`src/rtl/sat_counter.sv`:
```
// ---------------------------------------------------------------------------
// sat_counter
// Up-counter that holds at its all-ones value instead of wrapping.
// Ports:
//   clk : rising-edge clock
//   rst : synchronous active-high reset (q -> 0)
//   clr : synchronous clear, same effect as rst
//   inc : count one event this cycle
//   q   : current count
// ---------------------------------------------------------------------------
module sat_counter #(
   parameter int W = 16
) (
   input  logic         clk,
   input  logic         rst,
   input  logic         clr,
   input  logic         inc,
   output logic [W-1:0] q
);

   localparam logic [W-1:0] Q_MAX = {W{1'b1}};

   // NOTE: state registers use non-blocking assignments so every flop samples
   // pre-edge values, independent of process evaluation order.
   always_ff @(posedge clk) begin
      if (rst || clr) begin
         q <= '0;
      end else if (inc && (q != Q_MAX)) begin
         q <= q + W'(1);
      end
   end

endmodule : sat_counter

```
`config.mk`:
```
export PLATFORM = sky130hd
export DESIGN_NAME = sat_counter
export DESIGN_NICKNAME = d
export VERILOG_FILES = /design/src/rtl/sat_counter.sv
export SDC_FILE = /design/constraint.sdc
export NUM_CORES = 1
export LEC_CHECK = 0
export CAP_MARGIN = 20
export CORE_UTILIZATION = 26
export DETAILED_ROUTE_END_ITERATION = 10
export DONT_BUFFER_PORTS = 1
export PLACE_DENSITY = 0.5
export SLEW_MARGIN = 20
export SYNTH_ARGS = -nofsm -noshare
export SYNTH_HDL_FRONTEND = slang
export SYNTH_SLANG_ARGS = --single-unit
```
`constraint.sdc`:
```
create_clock -name clk -period 2 [get_ports clk]
set_input_delay 0.1 -clock clk [delete_from_list [all_inputs] [get_ports clk]]
set_output_delay 0.1 -clock clk [all_outputs]
set_load 0.005 [all_outputs]
```
==> flow_summary.toml, run 1 <==
[sta]
max_freq_mhz = 567.2
final.setup.tns_ns = 0
hold_viol_final = 0
rsz0062_at_grt = "no"
finClkSkew_ns = 0.004718
slew_viol_final = 0
tightest_slew_ns = 0.5180
fin_crit_ns = 1.763
fin_crit_sh_pct = 88.16
finalSetupViolCount = 0
timing.max_slew.rel_slack_pct = 65.09

[detailed_routing]
antenna_left = 0
vias = 752
vias_per_cell = 5.296
drc = 0
avgRoutedWirePerCell_um = 14.13
dr.first_iter.drc_count = 10
wl_um = 2007
drt_pass1_iterations = 4

[clock_network]
cts_buffer_depth = 2
insertion_delay_ns = 0.28
cts_root_buffer = "clkbuf_4"
cts_max_level = 1
cts-buffers-inserted = 3
path_clk_slew_ns = 0.09
cts_tree = "built"
clock-sinks = 16

[cells_and_area]
top_register = "q"
nNetsFinal = 105
fin_util_pct = 30.45
largest_reg_flops = 16
regArea_um2 = 320.3
fillers = 337
areaGrowthSynthToFinish_pct = 10.64
drive_above_1_share_pct = 12.24
multi_input_area_um2 = 510.5
diodes = 0
top_regs = "q (16)"

[setup_path]
critPathTopFamily = "compound AO/OA/AOI/OAI gates"
crit_type = "reg2reg"
worstPathArrival_ns = 1.98
required_ns = 2.22
end_kind = "flip-flop"
reg2reg_slack_ns = 0.24
worstReg2RegEnd = "q[3]"
cp_max_fo = 6
regToRegStartpoint = "q[0]"
crit_slowest_cell = "o41ai_2"
cp_num_buf_inv = 0
r2r_cells = 5
slowest_delay_ns = 0.59
worstPathCellList = "ha_1, nand3_1, o41ai_2, o21ai_0, a21oi_1"
start_kind = "flip-flop"
path_depth = 5
crit_start = "q[0]"
crit_path_end = "q[3]"

[global_route]
grt_start_max_net_pins = 16
grt_pass1_wl_um = 3298
grt-ovfl-total = 0
grt_pass1_vias = 718
antenna_found_initial = 0
track_usage_pct = 12.63

[power_and_ir_drop]
comb_power_share_pct = 3.0
ir_drop_mv = 0.1556
p_seq_share_pct = 63.0
power.switching_uw = 115.3
p_clk_share_pct = 33.9
p_sw_share_pct = 22.57
p_int_uw = 395.4
p_leak_uw = 0.0003232
power_uw = 510.7
power_density_nw_per_um2 = 544.9

[synthesis]
synthTopCellsByArea = "dfxtp_1 (38%), a21oi_1 (5.3%), a41o_1 (4.7%), and4_1 (4.1%), nand4_1 (3.7%)"
yosysWarnings = 0
syn_area_um2 = 847.1
ys_types = 30
synth.top_cell.area_share_pct = 37.81
synth_most_common_cell = "dfxtp_1"
synth_seq_cells = 16
seq_area_frac_synth_pct = 37.81
synth.avg_cell_area_um2 = 8.916
synthTopCellsByCount = "dfxtp_1 (16), a21oi_1 (9), nor2_1 (7), nand2_1 (6)"
synthFlopType = "dfxtp_1"
async_reset_ff_share_pct = 0
synth_nets = 100
yosysTopAreaCell = "dfxtp_1"
synth_edf_count = 0
synthCells = 95

[die]
die-height_um = 59.08
dieWidth_um = 59.08
initial_core_util_pct = 27.52
core-area_um2 = 3078
io_pins = 20
dieArea_um2 = 3490
num_rows = 20

[worst_hold_path]
holdCritPathClass = "in2reg"

[flow_run]
cap_viol_max_count = 0

[place]
portBuffers = 0
finalWeightedCongestion = 0.7939
dp.final_hpwl_um = 1439

[run_status]
outcome = "complete, no violations"
through the flow:
stage	hold WS [ns]	area (µm²)	worst slack [ns]	instances
floorplan	0.2600	847.1	0.3744	95
global placement	0.2686	904.6	0.2973	138
detailed placement	0.2691	904.6	0.2439	138
CTS	0.02251	937.1	0.2185	142
global route	0.05091	937.1	0.01645	142
finish	0.03991	937.1	0.2368	142
how the worst min path moves through the flow:
stage | from | to | slack [ns] | depth (start not counted)
floorplan | inc | q[1] | 0.26 | 2
global placement | inc | q[1] | 0.27 | 2
detailed placement | inc | q[1] | 0.27 | 2
CTS | rst | q[12] | 0.02 | 2
global route | rst | q[12] | 0.05 | 2
finish | rst | q[12] | 0.04 | 2
area by class of cell:
class | count | area share [%]
clock buffer | 3 | 2.403
inverter | 1 | 0.4005
multi-input combinational | 75 | 54.47
sequential | 16 | 34.18
tap | 44 | 5.874
timing repair buffer | 3 | 2.670
timing repair:
| action | CTS | global route |
|---|---|---|
| hold buffers | 1 | 0 |
| setup buffers | 0 | 0 |
| resized for setup | 0 | 0 |
| setup endpoints to repair | 0 | 0 |
| hold endpoints to repair | 1 | 0 |
routing by layer:
layer  track usage (%)  vias to the layer above  share of wire (%)  routed length, µm
li1                  -                      383                  -                  -
met1             15.95                      349                 49                983
met2             18.67                       18                 43                867
met3             4.367                        2                6.9                139
met4             7.143                        0               0.90                 18
met5                 0                        -                  0                  0
cells by family after synthesis:
logic type,share of synthesized area (%)
and+or+nand+nor,33.82
AOI/OAI and AO/OA,21.86
DFF,37.81
buffers and inverters,1.920
xor gates and xnor gates,3.102
adders and majority gates,1.477
power groups by stage:
stage	clock network, µW	registers (µW)	logic [µW]
6_report	173	322	15.5
4_1_cts	187	322	16.0
5_1_grt	191	322	18.2
2_1_floorplan	0	329	12.1
3_3_place_gp	0	329	14.4
3_5_place_dp	0	329	14.5
cell usage in the layout (no fill, tap or decap), types with 4 or more instances in the layout:
cell,instances
dfxtp_1,16
a21oi_1,9
o21ai_0,5
nand2_1,6
or3_1,5
nand4_1,5
a41o_1,4
and4_1,4
nand3_1,5
nor2_1,7
(Power assumes the default switching activity.)
==> inputs of run 2 (changes only) <==
- CORE_MARGIN: not set -> 1.5
==> run 2 against run 1 <==
Net effect:
- clock skew grew 0.0016 ns
- via count grew 2.7%
- sequential power is essentially flat
- combinational power grew 3%
- design area grew 2.3%
- critical path depth is the same
- global-route usage grew 0.11 points
- critical path type unchanged
- largest cell class unchanged
==> flow_summary.toml, run 2 (synthesis gave the netlist of run 1 again) <==
[setup_path]
required_ns = 2.23
worstPathArrival_ns = 2.02
end_kind = "flip-flop"
crit_type = "reg2reg"
start_kind = "flip-flop"
cp_max_fo = 6

[sta]
slew_viol_final = 0
fin_crit_ns = 1.797
finalSetupViolCount = 0
max_freq_mhz = 556.5
finClkSkew_ns = 0.006279
fin_crit_sh_pct = 89.85
hold_viol_final = 0
rsz0062_at_grt = "no"
tightest_slew_ns = 0.5391
final.setup.tns_ns = 0
timing.max_slew.rel_slack_pct = 63.67

[power_and_ir_drop]
p_leak_uw = 0.0003359
power.switching_uw = 125.7
power_density_nw_per_um2 = 586.7
p_clk_share_pct = 39.9
p_sw_share_pct = 22.36
p_int_uw = 436.6
power_uw = 562.3
p_seq_share_pct = 57.3
comb_power_share_pct = 2.8
ir_drop_mv = 0.2382

[cells_and_area]
final_common_cell = "dfxtp_1"
diodes = 0
nNetsFinal = 106
largest_reg_flops = 16
drive_above_1_share_pct = 14.00
fillers = 330
final_cell_mix = "dfxtp_1 (16), a21oi_1 (9), nor2_1 (7)"
top_regs = "q (16)"
top_register = "q"
areaGrowthSynthToFinish_pct = 13.15

[die]
num_rows = 20
die-height_um = 60.08
dieWidth_um = 60.08
initial_core_util_pct = 27.52
io_pins = 20
dieArea_um2 = 3610
core-area_um2 = 3078

[clock_network]
cts_resized = 0
clock-sinks = 16
post_cts_buffers = 0
cts_tree = "built"
cts_root_buffer = "clkbuf_4"
path_clk_slew_ns = 0.11
cts-buffers-inserted = 3
cts_max_level = 1
cts_buffer_depth = 2
insertion_delay_ns = 0.29
cts_hold_buf = 1

[global_route]
grt-ovfl-total = 0
antenna_found_initial = 0
grt_pass1_vias = 713
grt_pass1_wl_um = 3429
track_usage_pct = 12.74
grt_start_max_net_pins = 16

[detailed_routing]
dr.first_iter.drc_count = 12
vias_per_cell = 5.361
wl_um = 2023
drt_pass1_iterations = 4
antenna_left = 0
drc = 0
vias = 772
avgRoutedWirePerCell_um = 14.05

[place]
dp.final_hpwl_um = 1485
finalWeightedCongestion = 0.7437
portBuffers = 0

[run_status]
outcome = "complete, no violations"

[worst_hold_path]
holdCritPathClass = "in2reg"

[flow_run]
cap_viol_max_count = 0
run 2: final timing paths:
kind              from     to  slack, ns  depth (start not counted)
setup / recovery  q[0]   q[3]       0.20                          5
setup reg to reg  q[0]   q[3]       0.20                          5
hold reg to reg   q[1]   q[1]       0.53                          2
hold / removal     rst  q[12]       0.02                          2
run 2: cell type report:
class	count	area (µm²)	area share (%)
Multi-Input combinational cell	75	510.5	53.26
Sequential cell	16	320.3	33.42
Tap cell	44	55.05	5.744
Clock buffer	4	36.28	3.786
Timing Repair Buffer	4	32.53	3.394
Inverter	1	3.754	0.3916
run 2: layer usage:
layer / global-route usage (%) / share of wire (%) / wire (µm) / up-vias
li1: - / - / - / 384
met1: 15.89 / 44 / 894 / 364
met2: 19.25 / 48 / 974 / 20
met3: 3.896 / 6.2 / 125 / 4
met4: 7.302 / 1.4 / 28 / 0
met5: 0 / 0 / 0 / -
run 2: power by group through the flow:
stage,clock (µW),sequential [µW],combinational [µW]
after floorplan,0,329,12.1
after global placement,0,329,14.5
after detailed placement,0,329,14.9
after CTS,231,322,16.4
after global routing,243,322,18.3
final,224,322,15.9
run 2: critical path, stage by stage (launching register included):
cell and delay, ns:
dfxtp_1 0.43, ha_1 0.22, nand3_1 0.16, o41ai_2 0.61, o21ai_0 0.17, a21oi_1 0.13
run 2: per-stage QoR:
step | worst slack, ns | hold WS, ns | cell area [µm²] | utilization [%] | instances
detailed placement | 0.2039 | 0.2732 | 912.1 | 29.63 | 139
global route | 0.02582 | 0.02033 | 958.4 | 31.14 | 144
floorplan | 0.3744 | 0.2600 | 847.1 | - | 95
finish | 0.2029 | 0.02360 | 958.4 | 31.14 | 144
global placement | 0.2976 | 0.2666 | 912.1 | 29.63 | 139
CTS | 0.1793 | 0.01552 | 958.4 | 31.14 | 144
==> inputs of run 3 (changes only) <==
- CELL_PAD_IN_SITES_DETAIL_PLACEMENT: not set -> 2
- CELL_PAD_IN_SITES_GLOBAL_PLACEMENT: not set -> 2
- PLACE_DENSITY: 0.5 -> 0.69
==> run 3 against run 2 <==
Net effect:
- wire length is 15% higher
- cell count is 1.4% lower
- clock-buffer cell count stayed put
- first-iteration DRC count is 110% higher
- clock power hardly changed
- worst hold slack better by 0.0026 ns
- sequential share of layout area is 0.13 points higher
- combinational power is 11% higher
- sequential power hardly changed
- maximum frequency is 2.7% lower
- non-clock buffer count is 2 lower
- clock skew is 0.0048 ns lower
==> flow_summary.toml, run 3 (synthesis gave the netlist of run 1 again) <==
[run_status]
outcome = "complete, no violations"

[sta]
finalSetupViolCount = 0
fin_crit_sh_pct = 92.39
hold_viol_final = 0
finClkSkew_ns = 0.001437
tightest_slew_ns = 0.4707
hold_slack_ns = 0.02619
fin_crit_ns = 1.848
final.setup.tns_ns = 0
slew_viol_final = 0
timing.max_slew.rel_slack_pct = 68.43
max_freq_mhz = 541.2
rsz0062_at_grt = "no"

[clock_network]
cts_buffer_depth = 2
insertion_delay_ns = 0.29
cts_root_buffer = "clkbuf_4"
cts-buffers-inserted = 3
clock-sinks = 16
cts_max_level = 1
cts_tree = "built"
path_clk_slew_ns = 0.10

[flow_run]
cap_viol_max_count = 0

[cells_and_area]
nNetsFinal = 104
drive_above_1_share_pct = 12.24
final_common_cell = "dfxtp_1"
top_register = "q"
diodes = 0
top_regs = "q (16)"
largest_reg_flops = 16
fillers = 362
final_cell_mix = "dfxtp_1 (16), a21oi_1 (9), nor2_1 (7)"
areaGrowthSynthToFinish_pct = 12.70

[global_route]
grt_pass1_vias = 807
track_usage_pct = 14.82
antenna_found_initial = 0
grt-ovfl-total = 0
grt_pass1_wl_um = 3953
grt_start_max_net_pins = 16

[setup_path]
reg2reg_slack_ns = 0.15
cp_max_fo = 5
worstPathCellList = "ha_1, nand3_1, or4_4, a31oi_1, a41o_1"
slowest_delay_ns = 0.63
r2r_cells = 5
crit_slowest_cell = "or4_4"
end_kind = "flip-flop"
crit_start = "q[0]"
crit_path_end = "q[7]"
required_ns = 2.24
start_kind = "flip-flop"
crit_type = "reg2reg"
regToRegStartpoint = "q[0]"
worstReg2RegEnd = "q[7]"
worstPathArrival_ns = 2.09

[detailed_routing]
vias = 776
dr.first_iter.drc_count = 25
avgRoutedWirePerCell_um = 16.33
drc = 0
antenna_left = 0
vias_per_cell = 5.465
drt_pass1_iterations = 4
wl_um = 2319

[power_and_ir_drop]
p_leak_uw = 0.0003401
power_density_nw_per_um2 = 588.0
ir_drop_mv = 0.3693

[die]
core-area_um2 = 3078
die-height_um = 60.08
io_pins = 20
initial_core_util_pct = 27.52
num_rows = 20
dieWidth_um = 60.08
dieArea_um2 = 3610

[place]
dp.final_hpwl_um = 1721
finalWeightedCongestion = 0.7020
portBuffers = 0

[worst_hold_path]
holdCritPathClass = "in2reg"
==> run 3: stage by stage <==
stage	utilization, %	power [µW]	setup slack, ns	instance area (µm²)	instances
5_1_grt	31.02	592.5	0.03444	954.7	142
6_report	31.02	561.4	0.1521	954.7	142
4_1_cts	30.65	572.5	0.1760	943.4	142
3_5_place_dp	29.15	345.0	0.1965	897.1	137
3_3_place_gp	29.15	344.2	0.2964	897.1	137
2_1_floorplan	-	341.0	0.3744	847.1	95
==> run 3: layer usage <==
| layer | up-vias | share of wire, % | track usage [%] | routed length (µm) |
|---|---|---|---|---|
| met2 | 13 | 49 | 24.53 | 1130 |
| met3 | 4 | 5.5 | 6.710 | 127 |
| li1 | 378 | - | - | - |
| met1 | 381 | 45 | 16.88 | 1033 |
| met4 | 0 | 1.2 | 4.762 | 27 |
| met5 | - | 0 | 0 | 0 |
==> run 3: worst max-delay path, delay by kind of cell (launching register included) <==
family	cells	cell delay, ns
compound gates	2	0.32
simple gates	2	0.81
flops	1	0.44
fa+ha+maj	1	0.23
==> run 3: area by class of cell <==
| cell class | instances | area (µm²) | share of cell area (%) |
|---|---|---|---|
| clock buffer | 4 | 36.28 | 3.801 |
| tap | 44 | 55.05 | 5.767 |
| inverter | 1 | 3.754 | 0.3932 |
| timing repair buffer | 2 | 17.52 | 1.835 |
| sequential | 16 | 320.3 | 33.55 |
| multi-input combinational | 75 | 521.8 | 54.65 |
==> run 3: what timing repair did <==
action,in CTS,in global routing
endpoints found under the hold margin,1,0
hold buffers,1,0
setup buffers,0,0
setup endpoints to repair,0,1
gates resized for setup,0,1
==> run 3: power by group <==
part | leakage [µW] | internal (µW) | switching (µW) | total (µW)
combinational | 0.000190 | 6.85 | 10.8 | 17.6
sequential | 0.000129 | 320 | 2.22 | 322
clock | 0.0000210 | 111 | 111 | 222
==> run 3: worst min-delay path by stage <==
stage,cells past startpoint,endpoint,slack [ns],start
final,3,q[0],0.03,inc
after global routing,2,q[12],0.02,rst
after CTS,2,q[12],0.03,rst
after detailed placement,2,q[1],0.28,inc
after global placement,2,q[1],0.27,inc
after floorplan,2,q[1],0.26,inc
